===== src/rtl/led_pattern_pkg.sv =====
// Shared definitions for the LED pattern engine: mode encodings, bounce
// direction constants and the per-mode seed pattern.
package led_pattern_pkg;

  typedef enum logic [1:0] {
    MODE_ROL    = 2'd0,
    MODE_ROR    = 2'd1,
    MODE_BOUNCE = 2'd2,
    MODE_COUNT  = 2'd3
  } mode_e;

  localparam logic DIR_UP   = 1'b0;
  localparam logic DIR_DOWN = 1'b1;

  // Returned 32 bits wide; callers size-cast to their LED width.
  function automatic logic [31:0] seed(input logic [1:0] mode, input int unsigned width);
    logic [31:0] s;
    case (mode)
      MODE_ROR:   s = 32'd1 << (width - 1);
      MODE_COUNT: s = 32'd0;
      default:    s = 32'd1;
    endcase
    return s;
  endfunction

endpackage


===== src/rtl/led_step_prescaler.sv =====
// Step prescaler: emits one step strobe every DIV enabled clock cycles.
// The count freezes while en is low so no step is lost or duplicated.
module led_step_prescaler
  import led_pattern_pkg::*;
#(
  parameter int unsigned DIV = 1
) (
  input  logic clk,
  input  logic reset,
  input  logic en,
  output logic step
);

  localparam int unsigned   CW   = (DIV > 2) ? $clog2(DIV) : 1;
  localparam logic [CW-1:0] LAST = CW'(DIV - 1);

  logic [CW-1:0] r_count;

  assign step = en && (r_count == LAST);

  always_ff @(posedge clk) begin
    if (!reset) begin
      r_count <= '0;
    end else if (en) begin
      r_count <= step ? '0 : r_count + CW'(1);
    end
  end

endmodule


===== src/rtl/led_pattern_gen.sv =====
// Parametrised LED pattern engine: rotate-left, rotate-right, bounce and
// binary count, stepped by a prescaler, with registered tick/wrap strobes.
module led_pattern_gen
  import led_pattern_pkg::*;
#(
  parameter int unsigned WIDTH = 8,
  parameter int unsigned DIV   = 1
) (
  input  logic             clk,
  input  logic             reset,
  input  logic             en,
  input  logic [1:0]       mode,
  output logic [WIDTH-1:0] led,
  output logic             tick,
  output logic             wrap
);

  localparam logic [WIDTH-1:0] ONE = WIDTH'(1);

  logic [WIDTH-1:0] r_led;
  logic [1:0]       r_mode_q;
  logic             r_dir;
  logic             r_tick;
  logic             r_wrap;

  logic [WIDTH-1:0] w_next_led;
  logic [WIDTH-1:0] w_seed_new;
  logic [WIDTH-1:0] w_seed_cur;
  logic             w_next_dir;
  logic             w_next_wrap;
  logic             w_onehot;
  logic             w_step;
  logic             w_mode_chg;
  logic             w_presc_rst;

  assign w_mode_chg  = (mode != r_mode_q);
  // A mode change restarts the prescale interval through its sync reset.
  assign w_presc_rst = reset & ~w_mode_chg;

  led_step_prescaler #(
    .DIV(DIV)
  ) u_prescaler (
    .clk  (clk),
    .reset(w_presc_rst),
    .en   (en),
    .step (w_step)
  );

  always_comb begin
    w_seed_new  = WIDTH'(seed(mode, WIDTH));
    w_seed_cur  = WIDTH'(seed(r_mode_q, WIDTH));
    w_onehot    = (r_led != '0) && ((r_led & (r_led - ONE)) == '0);
    w_next_led  = r_led;
    w_next_dir  = r_dir;
    w_next_wrap = 1'b0;
    if (r_mode_q != MODE_COUNT && !w_onehot) begin
      w_next_led = w_seed_cur;
      w_next_dir = DIR_UP;
    end else begin
      case (r_mode_q)
        MODE_ROL: begin
          w_next_led  = {r_led[WIDTH-2:0], r_led[WIDTH-1]};
          w_next_wrap = r_led[WIDTH-1];
        end
        MODE_ROR: begin
          w_next_led  = {r_led[0], r_led[WIDTH-1:1]};
          w_next_wrap = r_led[0];
        end
        MODE_BOUNCE: begin
          if (r_dir == DIR_UP) begin
            if (r_led[WIDTH-1]) begin
              w_next_led  = r_led >> 1;
              w_next_dir  = DIR_DOWN;
              w_next_wrap = 1'b1;
            end else begin
              w_next_led = r_led << 1;
            end
          end else begin
            if (r_led[0]) begin
              w_next_led  = r_led << 1;
              w_next_dir  = DIR_UP;
              w_next_wrap = 1'b1;
            end else begin
              w_next_led = r_led >> 1;
            end
          end
        end
        default: begin
          w_next_led  = r_led + ONE;
          w_next_wrap = &r_led;
        end
      endcase
    end
  end

  always_ff @(posedge clk) begin
    if (!reset) begin
      r_led    <= ONE;
      r_dir    <= DIR_UP;
      r_mode_q <= MODE_ROL;
      r_tick   <= 1'b0;
      r_wrap   <= 1'b0;
    end else begin
      r_mode_q <= mode;
      if (w_mode_chg) begin
        r_led  <= w_seed_new;
        r_dir  <= DIR_UP;
        r_tick <= 1'b0;
        r_wrap <= 1'b0;
      end else if (w_step) begin
        r_led  <= w_next_led;
        r_dir  <= w_next_dir;
        r_tick <= 1'b1;
        r_wrap <= w_next_wrap;
      end else begin
        r_tick <= 1'b0;
        r_wrap <= 1'b0;
      end
    end
  end

  assign led  = r_led;
  assign tick = r_tick;
  assign wrap = r_wrap;

endmodule


===== config.mk =====
export PLATFORM = sky130hd
export DESIGN_NAME = led_pattern_gen
export DESIGN_NICKNAME = d
export VERILOG_FILES = /design/src/rtl/led_pattern_pkg.sv /design/src/rtl/led_step_prescaler.sv /design/src/rtl/led_pattern_gen.sv
export SDC_FILE = /design/constraint.sdc
export NUM_CORES = 1
export LEC_CHECK = 0
export BUFFER_PORTS_ARGS = -buffer_cell sky130_fd_sc_hd__clkbuf_2
export CAP_MARGIN = 10
export CORE_ASPECT_RATIO = 0.9
export CORE_MARGIN = 2
export CORE_UTILIZATION = 25
export DETAILED_ROUTE_END_ITERATION = 8
export PLACE_DENSITY = 0.53
export REMOVE_ABC_BUFFERS = 1
export SYNTH_ARGS = -nofsm -noshare
export SYNTH_HDL_FRONTEND = slang
export SYNTH_HIERARCHICAL = 1
export SYNTH_SLANG_ARGS = --single-unit

===== constraint.sdc =====
create_clock -name clk -period 2.2 [get_ports clk]
set_input_delay 0.33 -clock clk [delete_from_list [all_inputs] [get_ports clk]]
set_output_delay 0.33 -clock clk [all_outputs]
set_load 0.01 [all_outputs]

==> summary.md, run 1 <==
| Metric | Value |
|---|---|
| Status | finished, final reports clean |
| Tot GR Track Use | between 10% and 20% |
| Share of cells above drive strength 1 | between 20% and 30% |
| Iter 0 DRT Violations | 121 |
| Via count | between 1000 and 1500 |
| Post-Syn Area | 1180 µm² |
| Setup ws final | between 150 and 200 ps |
| DR DRC count | 0 |
| Die width | ~76 µm |
| Fin area | 1440 µm² |
| Area of placed instances | between 1000 and 1500 µm² |
| Starting Density | between 20% and 30% |
| Max Root-Sink Buffers | 2 |
| Final Cycle Share | around 93% |
| Port-buffer cells | 14 |
| Prevailing post-synth register cell | dfxtp_1 |
| Unrepaired setup endpoints after global routing | true |
| Internal power | approximately 0.00051 W |
| Max H-tree Level | 1 |
| Via density | around 5 |
| Hold Buf Count CTS | 0 |
| Min-delay src | mode[1] |
| Switching power total | approximately 0.00024 W |
| Reg2Reg Launch Point | led[0] |
| Final Skew | between 3 and 4 ps |
| ANT nets after route | 0 |
| Min-delay worst type | input pin to flop |
| Worst EP arrival | 2200 ps |
| Part of the power in the clock network | a little over a third |
| Worst hold path depth | 2 |
| Setup crit end kind | flop |
| CTS tree | done |
| Clock Pin Slew Worst Setup and Hold Paths | about 70 ps |
| Synth top area cells | dfxtp_1, nand2_1, a21oi_1, nor2_1, ha_1 |
| Number of top-level pins | 15 |
| Worst slew pin tran | 437.0 ps |
| Worst setup path class | flop to flop |
| Yosys warnings | 6 |
| Most common cell in the netlist | nand2_1 |
| Logic pwr share | approximately 27% |
| Die height | 69.18 µm |
| Sequential share of power | 36.3% |
| Initial antenna violation count | 0 |
| P_leak | roughly 0.6 nW |
| Clk sinks | 14 |
| Area leader, netlist | dfxtp_1 |
| FFs w/ async S/R, synth | 0% |
| PwrDens | 517.4 nW/µm² |
| Sw frac | a little under a third |
| CTS buffer count | 3 |
| First-pass DRT Iterations | 4 |
| Total inserted antenna cells | 0 |
| Fin crit period | 2048 ps |
| Syn avg cell area | around 7.5 µm² |
| Synth Register Bits | 14 |
| Distinct cells, synth | between 40 and 50 |
| Max Cap Violations | 0 |
| FMAX | roughly 490 MHz |
| Slew Limit Fails | 0 |
| GRT overflow | 0 |
| Final hold violation count | 0 |
| Synth cell count leaders | nand2_1, nor2_1, dfxtp_1, a21oi_1 |
| Avg WL per Cell | around 13 µm |
| Post-CTS Setup Repair Bufs | 0 |
| # rows | 23 |
| Critical Path Start Type | flop |
| Final nets | 188 |
| FF-to-FF path depth | 9 |
| Vias in the first global route | around 1100 |
| Slew headroom | just over 70% |
| Crit path launch | led[0] |
| Final HPWL DP | 2.401 mm |
| First-pass GRT wire length | about 5.7 mm |
| Synth top area share | 23.75% |
| Final GP Congestion | between 0.8 and 0.9 |
| Worst Path Required | 2360 ps |
| EDFF count, synth | 0 |
| Clk Latency, worst-skew pair | ~260 ps |
| Mapped Cells | ~160 |
| Post-synthesis sequential area ratio | between 20% and 30% |
| Pin count of the biggest net entering global routing | 16 |
| Worst vdd ir | around 0.18 mV |
| Final Core Density | around a third |
| Fillcell total | around 520 |
| Core Region | between 4000 and 5000 µm² |
| Post-Place Setup Slack | 28.82 ps |
| WL final | around 3.2 mm |
| Setup violators final | 0 |
| WHS | ~350 ps |
| Post_cts resized | 0 |
| CP Max Fanout | 6 |
| Die area | about 5300 µm² |
| CTS root buffer | clkbuf_8 |
| Area Overhead vs Synth | 22.06% |
-- power groups by stage --
stage,registers [W],logic [W],clock network [W]
after global routing,0.000272,0.000229,0.000284
after CTS,0.000270,0.000202,0.000280
after detailed placement,0.000276,0.000201,0
after global placement,0.000276,0.000200,0
final,0.000270,0.000203,0.000272
after floorplan,0.000292,0.000113,0
-- worst paths after layout --
path                                            end  slack (ps)
worst min register to register  u_prescaler/r_count         500
worst max register to register               led[7]         150
worst max-delay path                         led[7]         150
worst min-delay path                    r_mode_q[1]         350
-- layer usage --
layer,part of all wire [%],global-route usage (%),routed length [µm],up-vias
li1,-,-,-,611
met1,52,19.25,1665,535
met2,43,19.86,1404,19
met3,3.4,2.865,111,4
met4,1.5,5.455,48,0
met5,0,0,0,-
-- metrics by stage --
| stage | std cells | setup TNS (ps) | power, W |
|---|---|---|---|
| after detailed placement | 236 | 0 | 0.0004772 |
| after CTS | 240 | 0 | 0.0007527 |
| final | 240 | 0 | 0.0007451 |
| after global placement | 236 | 0 | 0.0004768 |
| after global routing | 240 | 0 | 0.0007850 |
| after floorplan | 145 | -355.9 | 0.0004051 |
-- registers in the layout, summed over array words and instances, names as in the netlist --
signal               cells
tick                     1
u_prescaler/r_count      1
wrap                     1
r_mode_q                 2
r_dir                    1
led                      8
-- placed cells by master (no fill, tap or decap), types with 4 or more instances in the layout --
master    instances
o21ai_0           8
nor2_1           15
nand2_1          18
dfxtp_1          14
ha_1              4
o22ai_1           6
clkbuf_2         14
a21oi_1          12
buf_4            15
inv_1             9
clkbuf_8          4
-- area by class of cell --
cell class                      count  area (µm²)  area share, %
Timing Repair Buffer               29       182.7          12.68
Inverter                           10       37.54          2.606
Tap cell                           62       77.57          5.387
Multi-Input combinational cell    121       807.0          56.04
Sequential cell                    14       280.3          19.46
Clock buffer                        4       55.05          3.823
-- critical path, stage by stage, from the launching register on --
cell       delay (ps)
dfxtp_1           330
inv_1              80
ha_1              210
or2b_1            170
o32ai_1            90
a211oi_2          260
a2111oi_4          70
buf_4             180
o221a_2           260
o41ai_1           300
-- cell families (layout without fill, tap and decap cells) --
group           count (synthesis)  after routing  synth area share, %
compound gates                 50             50                31.71
xor+xnor                        5              5                3.712
fa+ha+maj                       4              4                4.242
buf+inv                        23             43                8.270
flops                          14             14                23.75
mux                             4              4                3.605
simple gates                   58             58                24.71
No activity file was read; power rests on OpenSTA's default activity.
==> run 2: changes to the inputs <==
BUFFER_PORTS_ARGS = -buffer_cell sky130_fd_sc_hd__buf_2   (was -buffer_cell sky130_fd_sc_hd__clkbuf_2)
CORE_MARGIN = 4   (was 2)
MAX_ROUTING_LAYER = met4   (was default)
==> summary.md, run 2 (same netlist as run 1, synthesis figures left out) <==
| Metric | Value |
|---|---|
| Area Overhead vs Synth | 22.59% |
| Tot GR Track Use | roughly 12% |
| Final Skew | a little under 0.8 ps |
| Worst slew pin tran | between 300 and 400 ps |
| Number of flip-flops in the largest register | 8 |
| First-pass GRT wire length | between 5 and 6 mm |
| Die height | 73.18 µm |
| PwrDens | 513.3 nW/µm² |
| Core Region | 4518 µm² |
| Setup violators final | 0 |
| Initial antenna violation count | 0 |
| WL final | around 3.3 mm |
| Iter 0 DRT Violations | between 100 and 150 |
| Max H-tree Level | 1 |
| Unrepaired setup endpoints after global routing | false |
| Final HPWL DP | between 2 and 2.5 mm |
| Worst EP arrival | ~2200 ps |
| Clock Pin Slew Worst Setup and Hold Paths | approximately 70 ps |
| Logic pwr share | between 20% and 30% |
| Die width | 80.42 µm |
| Internal power | around 0.0005 W |
| CP Max Fanout | 15 |
| Worst vdd ir | 0.2101 mV |
| Slew Limit Fails | 0 |
| Number of top-level pins | 15 |
| Final Core Density | around a third |
| Final nets | about 190 |
| Sw frac | a little under a third |
| Total inserted antenna cells | 0 |
| Hold Buf Count CTS | 0 |
| GRT overflow | 0 |
| Worst Path Required | around 2400 ps |
| Slew headroom | about three quarters |
| Setup crit end kind | flop |
| Final hold violation count | 0 |
| Switching power total | 0.0002333 W |
| Die area | 5884 µm² |
| Fin area | between 1000 and 1500 µm² |
| Port-buffer cells | 14 |
| Min-delay worst type | input pin to flop |
| # rows | 23 |
| Share of cells above drive strength 1 | a little over a quarter |
| ANT nets after route | 0 |
| Critical Path Start Type | flop |
| Max Cap Violations | 0 |
| Max Root-Sink Buffers | 2 |
| Fillcell total | roughly 490 |
| Area of placed instances | roughly 1400 µm² |
| Most frequent cells in the layout | nand2_1, nor2_1, buf_4, buf_2, dfxtp_1 |
| P_leak | 0.6172 nW |
| Starting Density | 26.11% |
| Commonest non-fill, non-tap cell in the layout | nand2_1 |
| CTS root buffer | clkbuf_8 |
| FMAX | 487.2 MHz |
| Clk sinks | 14 |
| Avg WL per Cell | around 14 µm |
| Final GP Congestion | 0.8004 |
| Via count | around 1200 |
| CTS buffer count | 3 |
| CTS tree | done |
| Via density | approximately 5 |
| Clk Latency, worst-skew pair | 250 ps |
| Final Cycle Share | between 90% and 100% |
| Worst setup path class | flop to flop |
| Post-CTS Setup Repair Bufs | 0 |
| Vias in the first global route | roughly 1100 |
| Part of the power in the clock network | a little over a third |
| Status | finished, final reports clean |
| Fin crit period | 2053 ps |
| Sequential share of power | between 30% and 40% |
| First-pass DRT Iterations | 4 |
| Pin count of the biggest net entering global routing | 16 |
| DR DRC count | 0 |
-- run 2: what timing repair did --
action,4_1_cts,5_1_grt
resized for setup,1,1
pin swaps,0,1
setup endpoints to repair,1,6
-- run 2: final timing paths --
path,endpoint,slack (ps),startpoint,cells after the start
setup / recovery,led[7],150,led[0],8
setup reg to reg,led[7],150,led[0],8
hold reg to reg,u_prescaler/r_count,500,u_prescaler/r_count,1
hold / removal,r_mode_q[1],340,mode[1],2
-- run 2: stage by stage --
step                TNS (ps)  hold WS, ps  std cells  setup WS [ps]  power [W]
global placement           0        482.8        236          121.6  0.0004764
detailed placement         0        488.8        236          12.83  0.0004763
global route               0        355.0        240          14.64  0.0007786
finish                     0        344.7        240          147.4  0.0007425
floorplan             -355.9        445.6        145         -158.7  0.0004051
CTS                        0        344.0        240          72.64  0.0007462
-- run 2: area by class of cell --
class                   instances  area, µm²  area share (%)
inverters                      10      37.54           2.595
flip-flops and latches         14      280.3           19.38
multi-input cells             121      813.3           56.23
clock buffers                   4      55.05           3.806
repair buffers                 29      182.7           12.63
well taps                      62      77.57           5.363
-- run 2: power by group through the flow --
stage	registers, W	clock network [W]	logic [W]
after floorplan	0.000292	0	0.000113
after global placement	0.000276	0	0.000201
after detailed placement	0.000275	0	0.000201
after CTS	0.000270	0.000273	0.000203
after global routing	0.000271	0.000280	0.000228
final	0.000270	0.000269	0.000204
-- run 2: routing by layer --
metal	track usage, %	vias up	wire length (µm)
li1	-	607	-
met1	17.31	566	1635
met2	18.11	28	1418
met3	3.086	4	179
met4	3.002	0	31
met5	-	-	0
-- run 2: critical path, cell delays in order (launching register included) --
cell and delay, ps:
dfxtp_1 310, buf_4 190, ha_1 250, a21oi_1 110, o21ai_0 160, a2111oi_4 440
buf_4 210, nor2_1 40, o41ai_1 230
==> run 3: changes to the inputs <==
==> constraint.sdc (replaced) <==
create_clock -name clk -period 2.2 [get_ports clk]
set_input_delay 0.11 -clock clk [delete_from_list [all_inputs] [get_ports clk]]
set_output_delay 0.11 -clock clk [all_outputs]
set_load 0.01 [all_outputs]
==> summary.md, run 3 (same netlist as run 1, synthesis figures left out) <==
| Metric | Value |
|---|---|
| Status | finished, final reports clean |
| Area Overhead vs Synth | 20.78% |
| GRT overflow | 0 |
| DR DRC count | 0 |
| Max H-tree Level | 1 |
| WHS | 134.1 ps |
| TNS Setup | 0 ps |
| Die height | ~73 µm |
| Worst hold path depth | 2 |
| FMAX | about 490 MHz |
| Logic pwr share | 28.5% |
| Share of cells above drive strength 1 | between 20% and 30% |
| Worst setup path class | flop to flop |
| WL final | between 3 and 4 mm |
| Worst slew pin tran | 577.6 ps |
| Number of top-level pins | 15 |
| Vias in the first global route | ~1100 |
| Crit Reg-Reg Endpoint | led[7] |
| Setup violators final | 0 |
| Setup crit end kind | flop |
| # rows | 23 |
| Max Cap Violations | 0 |
| Via count | ~1200 |
| Unrepaired setup endpoints after global routing | false |
| CTS tree | done |
| Worst EP arrival | around 2200 ps |
| Slew Limit Fails | 0 |
| Iter 0 DRT Violations | about 110 |
| Uppermost layer routed | met4 |
| Hold EP | r_mode_q[1] |
| Tot GR Track Use | between 10% and 20% |
| Final hold violation count | 0 |
| Clk Latency, worst-skew pair | between 200 and 300 ps |
| Initial antenna violation count | 0 |
| Min-delay worst type | input pin to flop |
| CTS root buffer | clkbuf_8 |
| First-pass GRT wire length | 5.761 mm |
| FF-to-FF path depth | 9 |
| Commonest non-fill, non-tap cell in the layout | nand2_1 |
| Core Region | 4518 µm² |
| Total inserted antenna cells | 0 |
| Routed length on met2 | 1.388 mm |
| Multi-input gate area | about 800 µm² |
| Starting Density | a little over a quarter |
| Die area | 5884 µm² |
| Reg2Reg Launch Point | led[0] |
| Min-delay src | reset |
| Die width | 80.42 µm |
| Via density | 5.000 |
| Finished Layout Cells | 238 |
| Final nets | 187 |
| Internal power | approximately 0.00047 W |
| Avg WL per Cell | 13.91 µm |
| P_leak | between 0.6 and 0.7 nW |
| Setup ws final | 172.8 ps |
| Post-CTS Setup Repair Bufs | 0 |
| Pin count of the biggest net entering global routing | 17 |
| Placed cells | around 240 |
| ANT nets after route | 0 |
| Port-buffer cells | 14 |
| Final Skew | between 2 and 2.5 ps |
| FF-to-FF setup slack | between 150 and 200 ps |
| Switching power total | about 0.00022 W |
| Register area | 280.3 µm² |
| Part of the power in the clock network | between 30% and 40% |
| Max Root-Sink Buffers | 2 |
| Slowest Stage Delay on Critical Path | roughly 330 ps |
| Number of flip-flops in the largest register | 8 |
| Post_cts resized | 0 |
| CP Max Fanout | 6 |
| Fillcell total | roughly 500 |
| Fin crit period | 2027 ps |
| Sw frac | 32.27% |
| CTS buffer count | 3 |
| Final GP Congestion | 0.8005 |
| Clk sinks | 14 |
| Worst vdd ir | about 0.14 mV |
| Post-Place Setup Slack | ~53 ps |
| Hold Buf Count CTS | 0 |
| Clock Pin Slew Worst Setup and Hold Paths | about 60 ps |
| Critical Path Start Type | flop |
| First-pass DRT Iterations | 4 |
| PwrDens | slightly below 500 nW/µm² |
| Crit-path slowest cell | dfxtp_1 |
| Sequential share of power | between 30% and 40% |
| M1 WL | 1.728 mm |
| Final HPWL DP | around 2.4 mm |
| Final Core Density | 31.54% |
| Routed wl met3 | roughly 170 µm |
| Most frequent cells in the layout | nand2_1, nor2_1, buf_2, dfxtp_1, buf_4 |
| Final Cycle Share | between 90 and 100% |
| Worst path cell trace | inv_1, ha_1, or2b_1, o32ai_1, a211oi_2, a2111oi_4, buf_4, o221a_2, o41ai_1 |
| Worst Path Required | between 2000 and 2500 ps |
| Slew headroom | about 60% |
-- run 3: cell types whose count changed in the layout (fill, tap and decap cells not counted) --
cell	delta
o21ai_1	+1
o21ai_0	-1
buf_4	-1
clkbuf_8	-1
-- run 3: worst max-delay path: cells and delay by family, from the launching register on --
| kind | cells | cell delay [ps] |
|---|---|---|
| compound gates | 5 | 970 |
| buf+inv | 2 | 250 |
| flops | 1 | 330 |
| simple gates | 1 | 180 |
| fa+ha+maj | 1 | 200 |
-- run 3: area by class of cell --
type / instances / area share [%]
clock buffer: 3 / 2.897
multi-input combinational: 121 / 57.07
timing repair buffer: 28 / 12.29
sequential: 14 / 19.67
tap: 62 / 5.443
inverter: 10 / 2.634
-- run 3: stage by stage --
stage               power (W)  cell area [µm²]
detailed placement  0.0004733             1373
CTS                 0.0006962             1414
global route        0.0007370             1425
finish              0.0006935             1425
floorplan           0.0004051             1120
global placement    0.0004736             1373
-- run 3: power groups by stage --
stage / logic, W / clock network (W) / registers (W)
floorplan: 0.000113 / 0 / 0.000292
global placement: 0.000194 / 0 / 0.000279
detailed placement: 0.000194 / 0 / 0.000279
CTS: 0.000195 / 0.000227 / 0.000273
global route: 0.000223 / 0.000239 / 0.000275
finish: 0.000198 / 0.000222 / 0.000274
-- run 3: layer usage --
layer	vias up	GRT usage, %
met2	21	18.20
met4	0	2.251
met5	-	-
li1	606	-
met1	557	18.24
met3	6	4.321
-- run 3: how the worst max path moves through the flow --
stage / start / to / slack [ps] / depth (start not counted)
finish: led[0] / led[7] / 170 / 9
global route: led[1] / wrap / 30 / 9
CTS: led[0] / led[7] / 40 / 9
detailed placement: led[0] / led[7] / 50 / 9
global placement: led[5] / led[7] / 130 / 8
floorplan: led[0] / led[7] / -160 / 8
